[config.mk]
export PLATFORM = sky130hd
export DESIGN_NAME = store_buffer_flat
export DESIGN_NICKNAME = d
export VERILOG_FILES = /design/src/rtl/store_buffer_pkg.sv /design/src/rtl/store_buffer_if.sv /design/src/rtl/store_buffer_fifo.sv /design/src/rtl/store_buffer.sv /design/src/flat_wrapper.sv
export SDC_FILE = /design/constraint.sdc
export NUM_CORES = 1
export LEC_CHECK = 0
export BUFFER_PORTS_ARGS = -buffer_cell sky130_fd_sc_hd__buf_2
export CAP_MARGIN = 25
export CELL_PAD_IN_SITES_DETAIL_PLACEMENT = 1
export CELL_PAD_IN_SITES_GLOBAL_PLACEMENT = 1
export CORE_UTILIZATION = 40
export DETAILED_ROUTE_END_ITERATION = 10
export GPL_ROUTABILITY_DRIVEN = 0
export GPL_TIMING_DRIVEN = 0
export PLACE_DENSITY_LB_ADDON = 0.1
export RECOVER_POWER = 100
export SLEW_MARGIN = 20
export SYNTH_ARGS = -nofsm -noshare
export SYNTH_HDL_FRONTEND = slang
export SYNTH_HIERARCHICAL = 1
export SYNTH_SLANG_ARGS = --single-unit
[constraint.sdc]
create_clock -name clk -period 8.85 [get_ports clk]
set_input_delay 1.3275 -clock clk [delete_from_list [all_inputs] [get_ports clk]]
set_output_delay 1.3275 -clock clk [all_outputs]
set_load 0.03 [all_outputs]
[src/rtl/store_buffer_pkg.sv]
// store_buffer_pkg: shared depth, entry type and operation encoding for the store buffer
package store_buffer_pkg;
    localparam int DEPTH = 4;
    localparam int PTR_W = $clog2(DEPTH);

    typedef struct packed {
        logic [31:0] addr;
        logic [31:0] data;
    } sb_entry_t;

    typedef enum logic [1:0] {
        OP_IDLE,
        OP_LOAD,
        OP_STORE
    } sb_op_t;
endpackage

[src/rtl/store_buffer_if.sv]
// store_buffer_if: execute-side request and memory-stage result signals of the store buffer
interface store_buffer_if;
    logic        exe_mem_r_en;
    logic        exe_mem_w_en;
    logic [31:0] exe_alu_res;
    logic [31:0] exe_st_value;
    logic        stall;
    logic        MEM_R_EN;
    logic        MEM_W_EN;
    logic [31:0] ALU_res;
    logic [31:0] ST_value;
    logic        fwd_hit;
    logic [31:0] fwd_data;
    logic        sb_empty;

    modport master (
        output exe_mem_r_en, exe_mem_w_en, exe_alu_res, exe_st_value,
        input  stall, MEM_R_EN, MEM_W_EN, ALU_res, ST_value, fwd_hit, fwd_data, sb_empty
    );

    modport slave (
        input  exe_mem_r_en, exe_mem_w_en, exe_alu_res, exe_st_value,
        output stall, MEM_R_EN, MEM_W_EN, ALU_res, ST_value, fwd_hit, fwd_data, sb_empty
    );
endinterface

[src/rtl/store_buffer_fifo.sv]
// store_buf_fifo: circular store entry array with push/pop, count and age-ordered word-address match vector
module store_buf_fifo
    import store_buffer_pkg::*;
(
    input  logic                    clk,
    input  logic                    rst,
    input  logic                    push,
    input  logic                    pop,
    input  sb_entry_t               push_entry,
    input  logic [29:0]             match_addr,
    output sb_entry_t               head_entry,
    output logic [PTR_W:0]          count,
    output logic                    full,
    output logic                    empty,
    output logic [DEPTH-1:0]        match,
    output sb_entry_t [DEPTH-1:0]   age_ent
);
    sb_entry_t        mem [DEPTH];
    logic [PTR_W-1:0] head;
    logic [PTR_W-1:0] tail;

    // Pointer and occupancy bookkeeping; pointers wrap naturally at DEPTH
    always_ff @(posedge clk or negedge rst)
        if (!rst) begin
            head  <= '0;
            tail  <= '0;
            count <= '0;
        end else begin
            if (push) tail <= tail + PTR_W'(1);
            if (pop) head <= head + PTR_W'(1);
            count <= count + {{PTR_W{1'b0}}, push} - {{PTR_W{1'b0}}, pop};
        end

    // Entry storage needs no reset: only entries below count are ever observed
    always_ff @(posedge clk)
        if (push) mem[tail] <= push_entry;

    assign head_entry = mem[head];
    assign full       = count == (PTR_W+1)'(DEPTH);
    assign empty      = count == '0;

    // Age 0 is the oldest entry; a match bit is only set for valid entries
    always_comb
        for (int i = 0; i < DEPTH; i++) begin
            age_ent[i] = mem[head + PTR_W'(i)];
            match[i]   = (PTR_W+1)'(i) < count && age_ent[i].addr[31:2] == match_addr;
        end
endmodule

[src/rtl/store_buffer.sv]
// store_buffer: 4-entry store buffer and EXE->MEM register; STORE_FWD_EN enables load forwarding
module store_buffer
    import store_buffer_pkg::*;
(
    input  logic          clk,
    input  logic          rst,
    store_buffer_if.slave bus
);
    sb_op_t          op;
    sb_entry_t       new_ent;
    sb_entry_t       head_ent;
    logic [DEPTH-1:0] match;
    logic [PTR_W:0]  count;
    logic            full;
    logic            empty;
    logic            ld_block;
    logic            load_go;
    logic            push;
    logic            pop;

    assign new_ent = '{addr: bus.exe_alu_res, data: bus.exe_st_value};

`ifdef STORE_FWD_EN
    sb_entry_t [DEPTH-1:0] age_ent;
    logic                  hit;
    logic [31:0]           hit_data;
`endif

    store_buf_fifo u_fifo (
        .clk        (clk),
        .rst        (rst),
        .push       (push),
        .pop        (pop),
        .push_entry (new_ent),
        .match_addr (bus.exe_alu_res[31:2]),
        .head_entry (head_ent),
        .count      (count),
        .full       (full),
        .empty      (empty),
        .match      (match),
`ifdef STORE_FWD_EN
        .age_ent    (age_ent)
`else
        .age_ent    ()
`endif
    );

    // Decode the operation; the port goes to an accepted load, else drains whenever no store is enqueued
    always_comb begin
        op = bus.exe_mem_w_en ? OP_STORE : bus.exe_mem_r_en ? OP_LOAD : OP_IDLE;
`ifdef STORE_FWD_EN
        ld_block = 1'b0;
`else
        ld_block = op == OP_LOAD && |match;
`endif
        load_go = op == OP_LOAD && !ld_block;
        push    = op == OP_STORE && !full;
        pop     = !empty && !load_go && !push;
    end

    assign bus.stall = (op == OP_STORE && full) || ld_block;

    // Memory-stage register: one access per cycle, address and data hold when nothing issues
    always_ff @(posedge clk or negedge rst)
        if (!rst) begin
            bus.MEM_R_EN <= 1'b0;
            bus.MEM_W_EN <= 1'b0;
            bus.ALU_res  <= '0;
            bus.ST_value <= '0;
            bus.sb_empty <= 1'b1;
        end else begin
            bus.MEM_R_EN <= load_go;
            bus.MEM_W_EN <= pop;
            if (load_go) bus.ALU_res <= bus.exe_alu_res;
            else if (pop) bus.ALU_res <= head_ent.addr;
            if (pop) bus.ST_value <= head_ent.data;
            bus.sb_empty <= !push && (empty || (pop && count == (PTR_W+1)'(1)));
        end

`ifdef STORE_FWD_EN
    // Youngest matching entry wins: later ages overwrite earlier ones
    always_comb begin
        hit      = 1'b0;
        hit_data = '0;
        for (int i = 0; i < DEPTH; i++)
            if (match[i]) begin
                hit      = 1'b1;
                hit_data = age_ent[i].data;
            end
    end

    // Forwarding result travels with the load; data holds when the load misses
    always_ff @(posedge clk or negedge rst)
        if (!rst) begin
            bus.fwd_hit  <= 1'b0;
            bus.fwd_data <= '0;
        end else begin
            bus.fwd_hit <= load_go && hit;
            if (load_go && hit) bus.fwd_data <= hit_data;
        end
`else
    assign bus.fwd_hit  = 1'b0;
    assign bus.fwd_data = '0;
`endif
endmodule
[src/flat_wrapper.sv]
// flat-port wrapper written by rule: the top's interface ports become plain ports
module store_buffer_flat import store_buffer_pkg::*;
  (clk, rst, bus_exe_mem_r_en, bus_exe_mem_w_en, bus_exe_alu_res, bus_exe_st_value, bus_stall, bus_MEM_R_EN, bus_MEM_W_EN, bus_ALU_res, bus_ST_value, bus_fwd_hit, bus_fwd_data, bus_sb_empty);
  store_buffer_if bus_i ();
  input  logic clk;
  input  logic rst;
  input wire logic [$bits(bus_i.exe_mem_r_en)-1:0] bus_exe_mem_r_en;
  input wire logic [$bits(bus_i.exe_mem_w_en)-1:0] bus_exe_mem_w_en;
  input wire logic [$bits(bus_i.exe_alu_res)-1:0] bus_exe_alu_res;
  input wire logic [$bits(bus_i.exe_st_value)-1:0] bus_exe_st_value;
  output wire logic [$bits(bus_i.stall)-1:0] bus_stall;
  output wire logic [$bits(bus_i.MEM_R_EN)-1:0] bus_MEM_R_EN;
  output wire logic [$bits(bus_i.MEM_W_EN)-1:0] bus_MEM_W_EN;
  output wire logic [$bits(bus_i.ALU_res)-1:0] bus_ALU_res;
  output wire logic [$bits(bus_i.ST_value)-1:0] bus_ST_value;
  output wire logic [$bits(bus_i.fwd_hit)-1:0] bus_fwd_hit;
  output wire logic [$bits(bus_i.fwd_data)-1:0] bus_fwd_data;
  output wire logic [$bits(bus_i.sb_empty)-1:0] bus_sb_empty;
  assign bus_i.exe_mem_r_en = bus_exe_mem_r_en;
  assign bus_i.exe_mem_w_en = bus_exe_mem_w_en;
  assign bus_i.exe_alu_res = bus_exe_alu_res;
  assign bus_i.exe_st_value = bus_exe_st_value;
  assign bus_stall = bus_i.stall;
  assign bus_MEM_R_EN = bus_i.MEM_R_EN;
  assign bus_MEM_W_EN = bus_i.MEM_W_EN;
  assign bus_ALU_res = bus_i.ALU_res;
  assign bus_ST_value = bus_i.ST_value;
  assign bus_fwd_hit = bus_i.fwd_hit;
  assign bus_fwd_data = bus_i.fwd_data;
  assign bus_sb_empty = bus_i.sb_empty;
  store_buffer u_core (.clk(clk), .rst(rst), .bus(bus_i));
endmodule
* Word level (Yosys, flattened, before mapping)
Memories as Yosys holds them, arrays and structs flattened.
Index checks and enable logic that the tools add are counted.
** Storage, ports and cells
- Logic and storage cells :: 55
- Memories kept :: 1
- Flip-flop bits (word level) :: 74
- Memory bits (writable) :: 256
- Input port bits :: 68
- Output and inout port bits :: 101
** Memories
- u_core.u_fifo.mem :: words 4, bits a word 64, read ports 4, clocked after Yosys merged registers in 0, wr ports 1, line store_buffer_fifo.sv:18 : sb_entry_t mem [DEPTH];
** Cells by class
- Equality and inequality tests :: 8
- $lt $le $gt $ge :: 4
- Multiplexer cells :: 6
- $add $sub $neg :: 6
- Reductions and logical operators :: 22
** Operators by type and width (count)
- $eq A30 B30 Y1 :: 4
- $mux W32 :: 2
- $logic_and A1 B1 Y1 :: 12
- $lt A1 B3 Y1 const A :: 2
- $lt A2 B3 Y1 const A :: 2
- $logic_not A1 Y1 :: 5
- $add A2 B1 Y2 const B :: 2
- $add A2 B2 Y2 const B :: 2
- $reduce_or A4 Y1 :: 1
- $add A3 B1 Y3 :: 1
- $eq A3 B1 Y1 const B :: 1
- $eq A3 B3 Y1 const B :: 1
- $logic_not A3 Y1 :: 1
- $mux W1 :: 3
- $sub A3 B1 Y3 :: 1
- $eq A2 B1 Y1 const B :: 1
- $eq A2 B2 Y1 const B :: 1
- $logic_or A1 B1 Y1 :: 2
- $mux W2 :: 1
- $reduce_bool A2 Y1 :: 1

* Depth between registers and ports, before layout
An unclocked memory read counts as a cell.
- Depth in word-level cells :: 14
- Gate-level depth with buffers :: 20
- Depth with buffers taken out :: 15

* By module
Netlist, hierarchy kept.
** Modules (own cells, without submodules)
- store_buf_fifo :: sequential area each 7862.5 sq um, area an instance 16836.1 sq um, cells an instance 1087, times used 1
- store_buffer :: sequential area each 1677.9 sq um, area an instance 3335.7 sq um, cells an instance 304, times used 1

* Least setup slack after synthesis
No wires, ideal clock.
- Path type :: input to output
- Start :: input port bus_exe_alu_res[29]
- End :: output port bus_stall
- Arrival :: 4.083 ns
- Required time :: 7.523 ns
- Stages :: 11
- Buffers on the path :: 3
- Slack :: 3.439 ns
- Cell sequence :: clkbuf_1 -> a2bb2oi_1 -> o211ai_1 -> or4_1 -> a22o_1 -> nor4_2 -> or4_4 -> buf_6 -> clkbuf_1 -> nand2_1 -> o21ai_0
** On the way
- Word-level cells in the longest chain between the ends :: 5
- Elaborated cells on any way between the ends :: 11
- Classes of those cells :: eq/ne: 4; reduce/logical: 7
** RTL lines
- start, declared :: line flat_wrapper.sv:9 : input wire logic [$bits(bus_i.exe_alu_res)-1:0] bus_exe_alu_res;
- $eq A30 B30 Y1 :: line store_buffer_fifo.sv:46 : match[i] = (PTR_W+1)'(i) < count && age_ent[i].addr[31:2] == match_addr;
- $logic_and A1 B1 Y1 :: line store_buffer_fifo.sv:46
- net u_core.match[2] :: line store_buffer.sv:12 : logic [DEPTH-1:0] match;
- $reduce_or A4 Y1 :: line store_buffer.sv:54 : ld_block = op == OP_LOAD && |match;
- $logic_and A1 B1 Y1 :: line store_buffer.sv:54
- $logic_or A1 B1 Y1 :: line store_buffer.sv:61 : assign bus.stall = (op == OP_STORE && full) || ld_block;
- end, declared :: line flat_wrapper.sv:11 : output wire logic [$bits(bus_i.stall)-1:0] bus_stall;
The timed path passes the listed nets, and every way through them passes these cells.

* Final worst setup path
- Start :: register u_core.u_fifo.head[0]
- End :: output port bus_stall
** On the way
- Word-level cells in the longest chain between the ends :: 7
- Elaborated cells on any way between the ends :: 15
- Classes of those cells :: add/sub: 3; eq/ne: 4; reduce/logical: 7; memory: 1
** RTL lines
- start, declared :: line store_buffer_fifo.sv:19 : logic [PTR_W-1:0] head;
- start signal, assigned :: line store_buffer_fifo.sv:30 : if (pop) head <= head + PTR_W'(1);
- $add A2 B1 Y2 :: line store_buffer_fifo.sv:45 : age_ent[i] = mem[head + PTR_W'(i)];
- $mem_v2 Z4 W64
- $eq A30 B30 Y1 :: line store_buffer_fifo.sv:46
- $logic_and A1 B1 Y1 :: line store_buffer_fifo.sv:46
- net u_core.match[1] :: line store_buffer.sv:12
- $reduce_or A4 Y1 :: line store_buffer.sv:54
- $logic_and A1 B1 Y1 :: line store_buffer.sv:54
- $logic_or A1 B1 Y1 :: line store_buffer.sv:61
The timed path passes the listed nets, and every way through them passes these cells.

==> reports/metrics.yaml <==
ir_drop_uv: 200
hold_buffers: 0
power_density_nw_per_um2: 387
area.growth.synth_to_final_pct: 14.3
hold_path.class: "reg2reg"
cts.sinks: 330
fillers: 4528
fin_crit_sh: 0.823
violations: "capacitance limit, slew limit"
vias: 11337
dieArea_um2: 44600
finalSetupTns_ns: 0
cp-start-kind: "flip-flop"
status: "complete, but fails checks"
slew_headroom: -1.00
rows: 76
cts_tree: "built"
cts.clk_slew.worst_paths_ns: 0.06
mostFrequentLayoutCells: "edfxtp_1, clkbuf_1, buf_4"
drc: 0
ctsHtreeMaxLevel: 2
wire_per_inst_um: 27.0
clock_latency_ns: 0.57
grt_usage: 0.256
p_leak_nw: 7.28
die_h_um: 211
min_period_ns: 7.28
fmax_mhz: 137
portBuffers: 135
drv_slew: 345
cp.required_ns: 7.52
via_per_inst: 5.48
start_util: 0.406
design_area_um2: 20000
postSynthCellCount: 1238
cts_resized: 0
cts_buffers: 38
final_hold_viol_count: 0
ys_warn_count: 6
drive_gt1_frac: 0.223
final_common_cell: "edfxtp_1"
grt_max_degree: 49
fin_nets: 1527
critical_path_class: "reg2out"
drt_iter0_drc: 753
clk_path_buf_depth: 3
avgSynthCellArea_um2: 14.2
ant_nets: 0
core_um2: 43200
drt_pass1_iterations: 5
pin_count: 169
fin_skew_ns: 0.0198
rsz0062_at_grt: "no"
grt_first_pass_wirelength_mm: 82.2
crit_fanout: 10
critPathCaptureType: "output port"
syn-cell-area_um2: 17500
cts_setup_buffers: 0
placed_area_um2: 19200
antenna_found_initial: 5
grt_overflow: 0
cts-root-buf: "clkbuf_16"
worst_slew_pin_slew_ns: 3.00
grt_pass1_vias: 12011
die-width_um: 211
drt_wl_total_mm: 55.9
hpwl_mm: 40.2
setup_viol: 0
cp.arrival_ns: 5.95
drv_cap: 10
per-layer routing:
layer  share of wire  global-route usage  vias up
met3           0.063              0.0491       98
met2            0.49               0.422      375
met1            0.42               0.337     5840
met4           0.034              0.0917        6
li1                -                   -     5018
met5         0.00081                   0        -
power breakdown:
part	total [mW]	leakage (nW)	switching, mW	internal (mW)
Clock	1.62	0.627	0.661	0.955
Sequential	2.33	3.21	0.195	2.14
Combinational	3.79	3.44	2.28	1.52
Total	7.74	7.28	3.13	4.61
registers in the layout, summed over array words and instances, names as in the netlist:
register	cells
u_core/u_fifo/mem	256
u_core/bus.ALU_res	32
u_core/u_fifo/head	2
u_core/bus.sb_empty	1
u_core/u_fifo/count	3
u_core/bus.MEM_R_EN	1
u_core/u_fifo/tail	2
u_core/bus.ST_value	32
u_core/bus.MEM_W_EN	1
final timing paths:
check / end / cells past startpoint / slack (ns) / startpoint
max: bus_stall / 15 / 1.57 / u_core/u_fifo/head[0]$_DFFE_PN0P_
min: u_core/bus.ST_value[28]$_DFFE_PN0P_ / 1 / 0.49 / u_core/bus.ST_value[28]$_DFFE_PN0P_
max reg2reg: u_core/u_fifo/count[2]$_DFF_PN0_ / 20 / 2.28 / u_core/u_fifo/head[0]$_DFFE_PN0P_
min reg2reg: u_core/bus.ST_value[28]$_DFFE_PN0P_ / 1 / 0.49 / u_core/bus.ST_value[28]$_DFFE_PN0P_
max in group asynchronous: u_core/bus.ALU_res[17]$_DFFE_PN0P_ / 2 / 4.11 / rst
min in group asynchronous: u_core/bus.MEM_R_EN$_DFF_PN0_ / 1 / 1.17 / rst
layout make-up:
| cell class | instances | area, um^2 | share of cell area |
|---|---|---|---|
| sequential | 330 | 9540 | 0.476 |
| inverter | 30 | 113 | 0.00562 |
| clock inverter | 19 | 241 | 0.0121 |
| multi-input combinational | 721 | 6520 | 0.325 |
| clock buffer | 51 | 1040 | 0.0519 |
| antenna | 2 | 5.00 | 0.000250 |
| timing repair buffer | 140 | 528 | 0.0264 |
| buffer | 189 | 1310 | 0.0654 |
| tap | 585 | 732 | 0.0366 |
stage by stage:
step / total power, mW / setup slack (ns) / hold WS [ns] / util / instances
after floorplan: 5.08 / 3.44 / 0.494 / - / 1270
after global placement: 6.27 / 2.58 / 0.487 / 0.441 / 1990
after detailed placement: 6.31 / 3.15 / 0.490 / 0.445 / 1995
after CTS: 7.96 / 2.66 / 0.508 / 0.474 / 2065
after global routing: 8.08 / 1.30 / 0.510 / 0.464 / 2066
final: 7.74 / 1.57 / 0.489 / 0.464 / 2067
worst max-delay path: stages, from the launching register on:
cell and delay (ns):
dfrtp_1 0.33, clkbuf_1 0.52, clkbuf_1 0.99, buf_8 0.31
mux2i_1 0.47, o22ai_1 0.23, o32a_1 0.41, nor4b_2 0.27
nand4_1 0.12, nor4_1 0.48, or4_2 0.23, buf_6 0.15
clkbuf_1 0.38, nand2_1 0.09, o21ai_0 0.17, buf_2 0.23
Note: power is estimated with default switching activity, not from simulation.
